$ cat src/rtl/systolic_feeder.sv
// Systolic array row feeder: skews each accepted row so element i reaches lane i after i+1 advances.
// Latency: lane i output follows acceptance by exactly i+1 en-cycles; tile_done rides with lane LEN-1.
// Backpressure: wready mirrors en; en=0 freezes every stage. Optional flush port: SYSTOLIC_FEEDER_FLUSH_EN.

`ifndef SYS_ARRAY_LEN
`define SYS_ARRAY_LEN 6
`endif
`ifndef NUMBER_WIDTH
`define NUMBER_WIDTH 32
`endif

module systolic_feeder #(
   parameter int LEN       = `SYS_ARRAY_LEN,
   parameter int WIDTH     = `NUMBER_WIDTH,
   parameter int TILE_ROWS = 6
) (
   input  logic                 clk,
   input  logic                 rst,
   input  logic                 en,
`ifdef SYSTOLIC_FEEDER_FLUSH_EN
   input  logic                 flush,
`endif
   input  logic                 wvalid,
   output logic                 wready,
   input  logic [LEN*WIDTH-1:0] wdata,
   output logic [LEN*WIDTH-1:0] out_value,
   output logic [LEN-1:0]       out_valid,
   output logic                 tile_done,
   output logic                 busy
);

   localparam int CW = 16;

   logic          flush_w;
   logic          accept_w;
   logic          last_row_w;
   logic [CW-1:0] cnt_q, cnt_d;
   logic [LEN-1:0] last_q;
   logic [LEN-1:0] lane_busy;

`ifdef SYSTOLIC_FEEDER_FLUSH_EN
   assign flush_w = flush;
`else
   assign flush_w = 1'b0;
`endif

   // A flushing cycle refuses the offered row so nothing slips past the clear.
   assign wready     = en & ~flush_w;
   assign accept_w   = wvalid & wready;
   assign last_row_w = (cnt_q == CW'(TILE_ROWS - 1));

   // Next row index within the tile, wrapping after the final row.
   always_comb begin
      cnt_d = cnt_q + CW'(1);
      if (last_row_w) begin
         cnt_d = '0;
      end
   end

   // Row counter advances only on accepted rows; flush restarts the tile.
   always_ff @(posedge clk or posedge rst) begin
      if (rst) begin
         cnt_q <= '0;
      end else if (flush_w) begin
         cnt_q <= '0;
      end else if (accept_w) begin
         cnt_q <= cnt_d;
      end
   end

   // Last-row tag travels beside lane LEN-1; it holds valid&last so its final stage is tile_done.
   always_ff @(posedge clk or posedge rst) begin
      if (rst) begin
         last_q <= '0;
      end else if (flush_w) begin
         last_q <= '0;
      end else if (en) begin
         last_q[0] <= accept_w & last_row_w;
         for (int j = 1; j < LEN; j++) begin
            last_q[j] <= last_q[j-1];
         end
      end
   end

   assign tile_done = last_q[LEN-1];

   for (genvar i = 0; i < LEN; i++) begin : g_lane
      logic [WIDTH-1:0] val_q [0:i];
      logic [i:0]       vld_q;

      // Lane i shift chain of i+1 stages; bubbles keep the old value, only valid matters.
      always_ff @(posedge clk or posedge rst) begin
         if (rst) begin
            vld_q <= '0;
            for (int j = 0; j <= i; j++) begin
               val_q[j] <= '0;
            end
         end else begin
            if (flush_w) begin
               vld_q <= '0;
            end else if (en) begin
               vld_q[0] <= accept_w;
               for (int j = 1; j <= i; j++) begin
                  vld_q[j] <= vld_q[j-1];
               end
            end
            if (en) begin
               if (accept_w) begin
                  val_q[0] <= wdata[i*WIDTH +: WIDTH];
               end
               for (int j = 1; j <= i; j++) begin
                  val_q[j] <= val_q[j-1];
               end
            end
         end
      end

      assign out_value[i*WIDTH +: WIDTH] = val_q[i];
      assign out_valid[i]                = vld_q[i];
      assign lane_busy[i]                = |vld_q;
   end

   assign busy = |lane_busy;

endmodule

$ cat config.mk
export PLATFORM = sky130hd
export DESIGN_NAME = systolic_feeder
export DESIGN_NICKNAME = d
export VERILOG_FILES = /design/src/rtl/systolic_feeder.sv
export SDC_FILE = /design/constraint.sdc
export NUM_CORES = 1
export LEC_CHECK = 0
export ABC_CLOCK_PERIOD_IN_PS = 27900
export CELL_PAD_IN_SITES_DETAIL_PLACEMENT = 1
export CELL_PAD_IN_SITES_GLOBAL_PLACEMENT = 1
export CORE_ASPECT_RATIO = 1.75
export CORE_UTILIZATION = 25
export DETAILED_ROUTE_END_ITERATION = 10
export GPL_TIMING_DRIVEN = 0
export PLACE_DENSITY = 0.58
export RECOVER_POWER = 25
export SYNTH_ARGS = -nofsm -noshare
export SYNTH_HDL_FRONTEND = slang
export SYNTH_SLANG_ARGS = --single-unit
$ cat constraint.sdc
create_clock -name clk -period 27.9 [get_ports clk]
set_input_delay 8.37 -clock clk [delete_from_list [all_inputs] [get_ports clk]]
set_output_delay 8.37 -clock clk [all_outputs]
set_load 0.03 [all_outputs]
==> reports/metrics.yaml, run 1 <==
outcome:
  status: "finished with violations"
  violations: "capacitance limit, slew limit"
clock_tree:
  worstSkewPairLatency_ns: 0.65
  cts_tree: "built"
  cts.reportedPaths.clkPinSlew_ns: 0.06
  max-clock-path-buffers: 3
  cts_made_buffers: 73
  cts_max_level: 3
  cts_setup_buffers: 0
  clockRootBuffer: "clkbuf_16"
  cts.sinks: 700
  ctsResizeCount: 0
  hold_buffers: 0
logic_synthesis:
  yosysSeqAreaShare: 0.6421
  yosysWarningCount: 0
  synth.avg_cell_area_um2: 13.02
  syn_inst: 2096
  synth_nets: 2294
  syn-cell-area_mm2: 0.02728
  ys_seq_elements: 700
  synth_cell_types: 30
placement:
  dp_cells: 3967
  portBuffers: 395
  dp_hpwl_um: 53440
  dpl_cell_area_mm2: 0.03342
  pre_cts_ws_ns: 10.43
  gp_congestion: 0.7697
critical_path:
  slowest_stage: "clkdlybuf4s50_1"
  path_buf_inv: 2
  cp_slowest_stage_delay_ns: 0.65
  cp.arrival_ns: 9.10
  worst-setup-path-type: "in -> out"
  cp-end-kind: "output port"
  required_ns: 19.53
  cp_max_fo: 2
  path_cells: "buf_4, clkdlybuf4s50_1"
  path_delay_family: "buffers and inverters"
  cp-start-kind: "primary input"
sta:
  max_freq_mhz: 57.24
  rsz0062_at_grt: "no"
  slew_headroom: -0.5777
  fin_skew_ns: 0.01908
  setup_tns_ns: 0
  setup_viol: 0
  whs_ns: 0.4697
  slew_violations: 233
  finalCriticalPeriod_ns: 17.47
  max_slew.worst_pin.slew_ns: 2.367
  finalHoldViolCount: 0
  fin_ws_ns: 10.43
  period_share: 0.6262
power_and_ir_drop:
  vdd_drop_max_uv: 51.63
  p_leak_nw: 16.54
  p_per_area_mw_per_mm2: 83.89
  design_power_total_mw: 3.002
drt:
  via_count: 16930
  first_pass_iters: 4
  wl_per_cell_um: 17.70
  drt_iter0_drc: 510
  viasPerCell: 4.120
  drc: 0
  ant_nets: 0
  routed_wirelength_um: 72700
global_route:
  grt_usage: 0.1348
  grt_first_pass_wirelength_um: 114100
  use_met3: 0.03229
  grt-ovfl-total: 0
  busiest_layer: "met2"
  met2_usage: 0.2507
  grt_max_degree: 45
  grt_antenna_before_repair: 13
  met1_usage: 0.1409
  grt_pass1_vias: 19620
floorplanning:
  initial_core_util: 0.2514
  core_area_mm2: 0.1085
  std_cell_rows: 160
  die_area_mm2: 0.1105
  die_h_um: 439.0
  die_w_um: 251.7
  io_pins: 397
final_layout:
  stdcell_area_mm2: 0.03578
  drive_gt1_frac: 0.3096
  layout-area-overhead-vs-synth_pct: 31.17
  fin_nets: 2782
  fin_cells: 4108
  fin_util: 0.3298
flow_run:
  cap_violations: 6
hold_path:
  hp-class: "reg -> reg"
[area by class of cell]
type / instances / area [um2]
diodes: 8 / 20.02
plain buffers: 262 / 1638
clock buffers: 106 / 2111
clock inverters: 27 / 346.6
fillers: 11870 / 72720
inverters: 6 / 23.77
multi-input cells: 1128 / 8069
flip-flops and latches: 700 / 17520
well taps: 1458 / 1824
repair buffers: 413 / 4233
[routing by layer]
metal  routed length, um  part of all wire  vias to the layer above
li1                    -                 -                     7699
met1               26780              0.37                     8711
met2               39530              0.54                      375
met3                3821             0.053                      129
met4                2497             0.034                       12
met5                  75            0.0010                        -
[synthesized netlist by cell type]
| cell type | instances | area, um2 |
|---|---|---|
| a21oi_1 | 1 | 5.000 |
| ha_1 | 2 | 25.02 |
| and4_1 | 1 | 8.760 |
| a31oi_1 | 1 | 6.260 |
| buf_2 | 54 | 270.3 |
| o31ai_1 | 1 | 7.510 |
| nand3_1 | 4 | 20.02 |
| xnor2_1 | 9 | 78.83 |
| nand2_1 | 585 | 2196 |
| mux2_2 | 490 | 5518 |
| nand2b_1 | 3 | 18.77 |
| and3_1 | 1 | 6.260 |
| nor3_1 | 1 | 5.000 |
| nor4b_1 | 1 | 8.760 |
| o21ai_0 | 4 | 20.02 |
| nor4_1 | 3 | 18.77 |
| and2_1 | 1 | 6.260 |
| xor2_1 | 3 | 26.28 |
| nor4_2 | 1 | 12.51 |
| buf_4 | 163 | 1224 |
| o32ai_1 | 1 | 8.760 |
| nor3_2 | 1 | 10.01 |
| or4_1 | 1 | 7.510 |
| dfrtp_1 | 700 | 17520 |
| nand2_2 | 1 | 6.260 |
| nor2_1 | 7 | 26.28 |
| clkbuf_1 | 41 | 153.9 |
| inv_1 | 6 | 22.52 |
| buf_1 | 4 | 15.01 |
| nand4_1 | 5 | 31.28 |
[sequential cells by signal (all words and copies together), names as in the netlist]
signal / count
g_lane.vld_q: 6
cnt_q: 16
last_q: 6
g_lane.val_q: 512
out_value: 160
[where the power goes]
part | internal [mW] | switching [mW]
sequential | 1.21 | 0.107
clock | 0.571 | 0.431
combinational | 0.355 | 0.323
[cell usage in the layout, fill, tap and decap left out, types with 2 or more instances in the layout]
cell and instances:
clkinv_8 3, nor4_1 4, bufinv_16 4, clkinvlp_4 3
nand3_1 4, diode_2 8, inv_16 2, clkinv_2 10
mux2_2 488, nand2b_1 3, xor2_1 3, nand2_1 586
xnor2_1 9, buf_1 4, dfrtp_1 700, buf_12 13
nand4_1 5, nor2_1 7, ha_1 2, mux2_1 2
clkbuf_16 73, dlygate4sd3_1 2, buf_2 37, clkbuf_1 81
inv_1 5, o21ai_0 4, buf_4 162, clkdlybuf4s50_1 393
inv_6 3, clkbuf_8 16
[path summary, 6_finish.rpt]
path                                           start              endpoint  slack [ns]  depth (start not counted)
worst max-delay path                              en                wready       10.43                          2
min in group asynchronous                        rst        out_value[170]        8.53                          2
worst min-delay path            g_lane[3].val_q[112]  g_lane[3].val_q[112]        0.47                          2
worst max register to register              cnt_q[0]             cnt_q[12]       26.07                          6
worst min register to register  g_lane[3].val_q[112]  g_lane[3].val_q[112]        0.47                          2
max in group asynchronous                        rst        out_value[140]       14.26                         10
[kinds of logic (layout without fill, tap and decap cells)]
kind of cell	Yosys count	count (layout)	synth area share
adder cells (fa/ha/maj)	2	2	0.0009172
flip-flops	700	700	0.6421
AND/OR/NAND/NOR	616	616	0.08733
other	0	8	0
AO/OA/AOI/OAI	8	8	0.001743
XOR/XNOR	12	12	0.003853
multiplexers	490	490	0.2023
buffers and inverters	268	814	0.06178
(Power assumes the default switching activity.)
==> run 2: changes to the inputs <==
ABC_CLOCK_PERIOD_IN_PS = 18200   (was 27900)
PLACE_DENSITY = 0.56   (was 0.58)
clock period = 18.2 ns   (was 27.9 ns; I/O delays follow)
==> run 2 against run 1 <==
The run still ends with capacitance limit, slew limit left. Sequential power is 53% higher. Final cell count is 0.19% lower. Sequential cell count stayed put. Core utilization hardly changed. Via count is 0.57% lower. Global-route usage is 0.13 points lower. Register-to-register slack worse by 9.7 ns. Clock power is 53% higher.
==> reports/metrics.yaml, run 2 (same netlist as run 1, synthesis figures left out) <==
outcome:
  status: "finished with violations"
  violations: "capacitance limit, slew limit"
critical_path:
  cp_slowest_stage_delay_ns: 0.65  # about the same
  path_buf_inv: 2  # unchanged
  cp-start-kind: "primary input"
  setup.worst_path.start: "en"
  required_ns: 12.74  # -6.79 ns
  cp_max_fo: 2  # unchanged
  path_delay_family: "buffers and inverters"
  path_cells: "buf_4, clkdlybuf4s50_1"
  cp-end-kind: "output port"
  worst-setup-path-type: "in -> out"
  cp.arrival_ns: 6.19  # -2.91 ns
  slowest_stage: "clkdlybuf4s50_1"
  timing.rr.start: "cnt_q[2]"
sta:
  setup_viol: 0  # unchanged
  max_slew.worst_pin.slew_ns: 2.304  # -0.06222 ns
  rsz0062_at_grt: "no"
  finalCriticalPeriod_ns: 11.65
  period_share: 0.6399
  fin_ws_ns: 6.554  # -3.876 ns
  slew_violations: 233  # unchanged
  max_freq_mhz: 85.87
  slew_headroom: -0.5363  # +0.04148
  setup_tns_ns: 0  # unchanged
  fin_skew_ns: 0.02229  # +0.003202 ns
  finalHoldViolCount: 0  # unchanged
drt:
  wl_per_cell_um: 17.45  # -1.4%
  viasPerCell: 4.105  # -0.38%
  drt_iter0_drc: 535  # +4.9%
  routed_wirelength_um: 71560  # -1.6%
  via_count: 16830  # -0.57%
  first_pass_iters: 4  # unchanged
  ant_nets: 0  # unchanged
  drc: 0  # unchanged
clock_tree:
  cts_tree: "built"
  cts_max_level: 3  # unchanged
  hold_buffers: 0  # unchanged
  worstSkewPairLatency_ns: 0.64  # about the same
  ctsResizeCount: 0  # unchanged
  cts.reportedPaths.clkPinSlew_ns: 0.06  # about the same
  cts_made_buffers: 74  # +1.4%
  clockRootBuffer: "clkbuf_16"
  max-clock-path-buffers: 3  # unchanged
  cts.sinks: 700  # unchanged
  cts_setup_buffers: 0  # unchanged
power_and_ir_drop:
  seqPwrFrac: 0.441  # about the same
  vdd_drop_max_uv: 81.59  # +58%
  combPwrFrac: 0.225  # about the same
  p_per_area_mw_per_mm2: 128.4  # +53%
  p_switching_mw: 1.285  # +49%
  internal-power_mw: 3.304  # +54%
  clkPwrFrac: 0.333  # about the same
  p_leak_nw: 16.53  # about the same
  switching_share: 0.2800  # -0.006878
floorplanning:
  die_w_um: 251.7  # unchanged
  initial_core_util: 0.2514  # unchanged
  die_area_mm2: 0.1105  # unchanged
  io_pins: 397  # unchanged
  core_area_mm2: 0.1085  # unchanged
  std_cell_rows: 160  # unchanged
  die_h_um: 439.0  # unchanged
placement:
  pre_cts_ws_ns: 6.553  # -3.877 ns
  dp_hpwl_um: 52860  # -1.1%
  portBuffers: 395  # unchanged
  dpl_cell_area_mm2: 0.03342  # unchanged
  gp_congestion: 0.7617  # -1.0%
final_layout:
  layout-area-overhead-vs-synth_pct: 31.06  # about the same
  nFillCells: 11830  # -0.29%
  largest_reg_flops: 512  # unchanged
  drive_gt1_frac: 0.3097  # about the same
  stdcell_area_mm2: 0.03575  # about the same
  final_common_cell: "dfrtp_1"
  final_cell_mix: "dfrtp_1, nand2_1, mux2_2, clkdlybuf4s50_1, buf_4"
  regMostFlops: "g_lane.val_q"
  fin_nets: 2783  # +0.036%
global_route:
  grt_pass1_vias: 19500  # -0.61%
  grt_antenna_before_repair: 15  # +2
  grt_usage: 0.1335  # -0.001285
  grt-ovfl-total: 0  # unchanged
  grt_first_pass_wirelength_um: 113900  # -0.20%
  grt_max_degree: 45  # unchanged
hold_path:
  hp-class: "reg -> reg"
  hold_start: "g_lane[4].val_q[153]"
flow_run:
  cap_violations: 6  # unchanged
==> run 2: changes by cell type in the layout (fill, tap and decap cells not counted), moves of 2 or more <==
cell,previous run,this run
clkbuf_16,73,77
buf_2,37,33
clkinvlp_4,3,5
clkinv_2,10,12
inv_16,2,0
clkbuf_8,16,13
diode_2,8,4
clkinv_8,3,0
==> run 2: power by group through the flow <==
stage / Sequential (mW) / Combinational [mW] / Clock (mW)
2_1_floorplan: 2.02 / 0.667 / 0
3_3_place_gp: 2.05 / 1.03 / 0
3_5_place_dp: 2.06 / 1.06 / 0
4_1_cts: 2.03 / 1.06 / 1.60
5_1_grt: 2.07 / 1.12 / 1.65
6_report: 2.02 / 1.03 / 1.53
==> run 2: per-layer routing <==
layer,vias to the layer above,track usage,share of wire
li1,7675,-,-
met1,8623,0.1404,0.37
met2,401,0.2477,0.54
met3,116,0.03881,0.064
met4,14,0.05094,0.028
met5,-,0,0.0013
==> run 2: metrics by stage <==
| stage | instances | utilization | hold slack (ns) | total power [mW] |
|---|---|---|---|---|
| floorplan | 2096 | - | 0.4401 | 2.690 |
| global placement | 3949 | 0.3047 | 0.4527 | 3.076 |
| detailed placement | 3967 | 0.3080 | 0.4599 | 3.116 |
| CTS | 4096 | 0.3305 | 0.4743 | 4.697 |
| global route | 4099 | 0.3295 | 0.4960 | 4.835 |
| finish | 4100 | 0.3295 | 0.4684 | 4.589 |
==> run 2: final timing paths <==
| check | end | slack [ns] | cells past startpoint |
|---|---|---|---|
| setup reg to reg | cnt_q[13] | 16.41 | 4 |
| setup / recovery | wready | 6.55 | 2 |
| max in group asynchronous | g_lane[4].val_q[49] | 7.11 | 9 |
| hold reg to reg | g_lane[4].val_q[153] | 0.47 | 2 |
| min in group asynchronous | out_value[172] | 5.68 | 2 |
| hold / removal | g_lane[4].val_q[153] | 0.47 | 2 |
==> run 2: final cells by class <==
class,instances,area [um2],share of cell area
Sequential cell,700,17520,0.4899
Clock buffer,102,2151,0.06016
Clock inverter,27,291.5,0.008154
Multi-Input combinational cell,1128,8071,0.2257
Timing Repair Buffer,413,4233,0.1184
Antenna cell,4,10.01,0.0002800
Inverter,6,23.77,0.0006649
Buffer,262,1633,0.04567
Tap cell,1458,1824,0.05102
==> run 3: changes to the inputs <==
ABC_CLOCK_PERIOD_IN_PS = 12100   (was 18200)
clock period = 12.1 ns   (was 18.2 ns; I/O delays follow)
==> run 3 against run 2 <==
The run still ends with capacitance limit, slew limit left. Count of clock-buffer cells in the layout unchanged. Sequential cell count unchanged. Cell area about the same. Critical path type is now in -> async. Non-clock buffer count unchanged. Largest cell class unchanged.
==> reports/metrics.yaml, run 3 (same netlist as run 1, synthesis figures left out) <==
final_layout:
  final_common_cell: "dfrtp_1"
  nFillCells: 11830  # -0.017%
  regArea_mm2: 0.01752  # unchanged
  multiInputGateArea_mm2: 0.008071  # unchanged
  largest_reg_flops: 512  # unchanged
  regMostFlops: "g_lane.val_q"
  drive_gt1_frac: 0.3101  # +0.0003791
  fin_nets: 2783  # unchanged
  layout-area-overhead-vs-synth_pct: 31.12  # about the same
  final_cell_mix: "dfrtp_1, nand2_1, mux2_2, clkdlybuf4s50_1, buf_4"
  fin_cells: 4099  # -0.024%
  stdcell_area_mm2: 0.03577  # about the same
power_and_ir_drop:
  clkPwrFrac: 0.333  # about the same
  vdd_drop_max_uv: 122.7  # +50%
  seqPwrFrac: 0.441  # about the same
  p_switching_mw: 1.932  # +50%
  p_per_area_mw_per_mm2: 193.0  # +50%
  switching_share: 0.2799  # about the same
  internal-power_mw: 4.970  # +50%
  p_leak_nw: 16.53  # about the same
  combPwrFrac: 0.226  # about the same
placement:
  gp_congestion: 0.7617  # unchanged
  dp_hpwl_um: 52860  # unchanged
  dpl_cell_area_mm2: 0.03342  # unchanged
  portBuffers: 395  # unchanged
  dp_cells: 3967  # unchanged
drt:
  ant_nets: 0  # unchanged
  m1WireLength_um: 26320  # +0.26%
  highest-signal-layer: "met5"
  viasPerCell: 4.101  # -0.10%
  drc: 0  # unchanged
  dr_wl_met3_um: 4590  # +0.15%
  wl_per_cell_um: 17.46  # about the same
  drt_iter0_drc: 527  # -1.5%
  wl_met2_um: 38560  # -0.11%
  routed_wirelength_um: 71590  # about the same
  first_pass_iters: 4  # unchanged
  via_count: 16810  # -0.12%
critical_path:
  cp_max_fo: 41  # +39
  cp-start-kind: "primary input"
  cp.arrival_ns: 9.73  # +3.54 ns
  cp-end-kind: "asynchronous set/reset pin"
  required_ns: 12.93  # +0.19 ns
  worst-setup-path-type: "in -> async"
clock_tree:
  cts_setup_buffers: 0  # unchanged
  cts_tree: "built"
  clockRootBuffer: "clkbuf_16"
  max-clock-path-buffers: 3  # unchanged
  hold_buffers: 0  # unchanged
  cts.reportedPaths.clkPinSlew_ns: 0.06  # about the same
  cts.sinks: 700  # unchanged
  ctsResizeCount: 0  # unchanged
  worstSkewPairLatency_ns: 0.64  # about the same
  cts_max_level: 3  # unchanged
  cts_made_buffers: 74  # unchanged
global_route:
  grt-ovfl-total: 0  # unchanged
  grt_max_degree: 45  # unchanged
  grt_first_pass_wirelength_um: 113900  # unchanged
  grt_antenna_before_repair: 15  # unchanged
  grt_usage: 0.1335  # unchanged
  grt_pass1_vias: 19500  # unchanged
floorplanning:
  core_area_mm2: 0.1085  # unchanged
  initial_core_util: 0.2514  # unchanged
  io_pins: 397  # unchanged
  die_area_mm2: 0.1105  # unchanged
  die_w_um: 251.7  # unchanged
  std_cell_rows: 160  # unchanged
  die_h_um: 439.0  # unchanged
sta:
  finalCriticalPeriod_ns: 8.904
  slew_violations: 191  # -18%
  slew_headroom: -0.5946  # -0.05830
  max_freq_mhz: 112.3
  setup_viol: 0  # unchanged
  period_share: 0.7359
  fin_skew_ns: 0.02381  # +0.001529 ns
  max_slew.worst_pin.slew_ns: 2.392  # +0.08745 ns
  finalHoldViolCount: 0  # unchanged
  rsz0062_at_grt: "no"
hold_path:
  hp-class: "reg -> reg"
flow_run:
  cap_violations: 5  # -1
outcome:
  status: "finished with violations"
  violations: "capacitance limit, slew limit"
-- run 3: critical path, stage by stage --
cell	delay (ns)
dlygate4sd3_1	0.54
clkinvlp_2	0.96
clkbuf_1	1.77
clkbuf_1	1.32
buf_12	0.34
buf_12	0.27
buf_12	0.26
buf_12	0.27
buf_12	0.23
-- run 3: power groups by stage --
stage               logic [mW]  clock network, mW  registers, mW
CTS                       1.60               2.41           3.05
global route              1.68               2.48           3.11
floorplan                 1.00                  0           3.04
global placement          1.55                  0           3.08
detailed placement        1.59                  0           3.09
finish                    1.56               2.30           3.04
-- run 3: final timing paths --
kind | start | to | slack (ns) | cells after the start
max | rst | g_lane[4].val_q[153] | 3.20 | 9
min | g_lane[4].val_q[153] | g_lane[4].val_q[153] | 0.47 | 2
max reg2reg | cnt_q[2] | cnt_q[13] | 10.31 | 4
min reg2reg | g_lane[4].val_q[153] | g_lane[4].val_q[153] | 0.47 | 2
max in group clk | en | wready | 4.11 | 2
min in group asynchronous | rst | out_value[59] | 3.85 | 2
-- run 3: layer usage --
layer / vias to the layer above / GRT usage
met4: 14 / 0.05094
met2: 402 / 0.2477
met1: 8602 / 0.1404
met5: - / 0
li1: 7674 / -
met3: 116 / 0.03881
-- run 3: layout make-up --
| type | instances | share of cell area |
|---|---|---|
| clock buffer | 102 | 0.06013 |
| timing repair buffer | 413 | 0.1188 |
| clock inverter | 27 | 0.008151 |
| antenna | 3 | 0.0002099 |
| multi-input combinational | 1128 | 0.2257 |
| inverter | 6 | 0.0006646 |
| sequential | 700 | 0.4897 |
| tap | 1458 | 0.05100 |
| buffer | 262 | 0.04565 |
-- run 3: stage by stage --
stage	setup slack [ns]	utilization	TNS [ns]	hold WS [ns]	total power, mW
detailed placement	4.113	0.3080	0	0.4599	4.686
global route	2.210	0.3296	0	0.4960	7.273
floorplan	-1.112	-	-778.39	0.4401	4.046
global placement	-5.390	0.3047	-3653.50	0.4527	4.626
CTS	4.113	0.3305	0	0.4743	7.065
finish	3.196	0.3296	0	0.4684	6.902
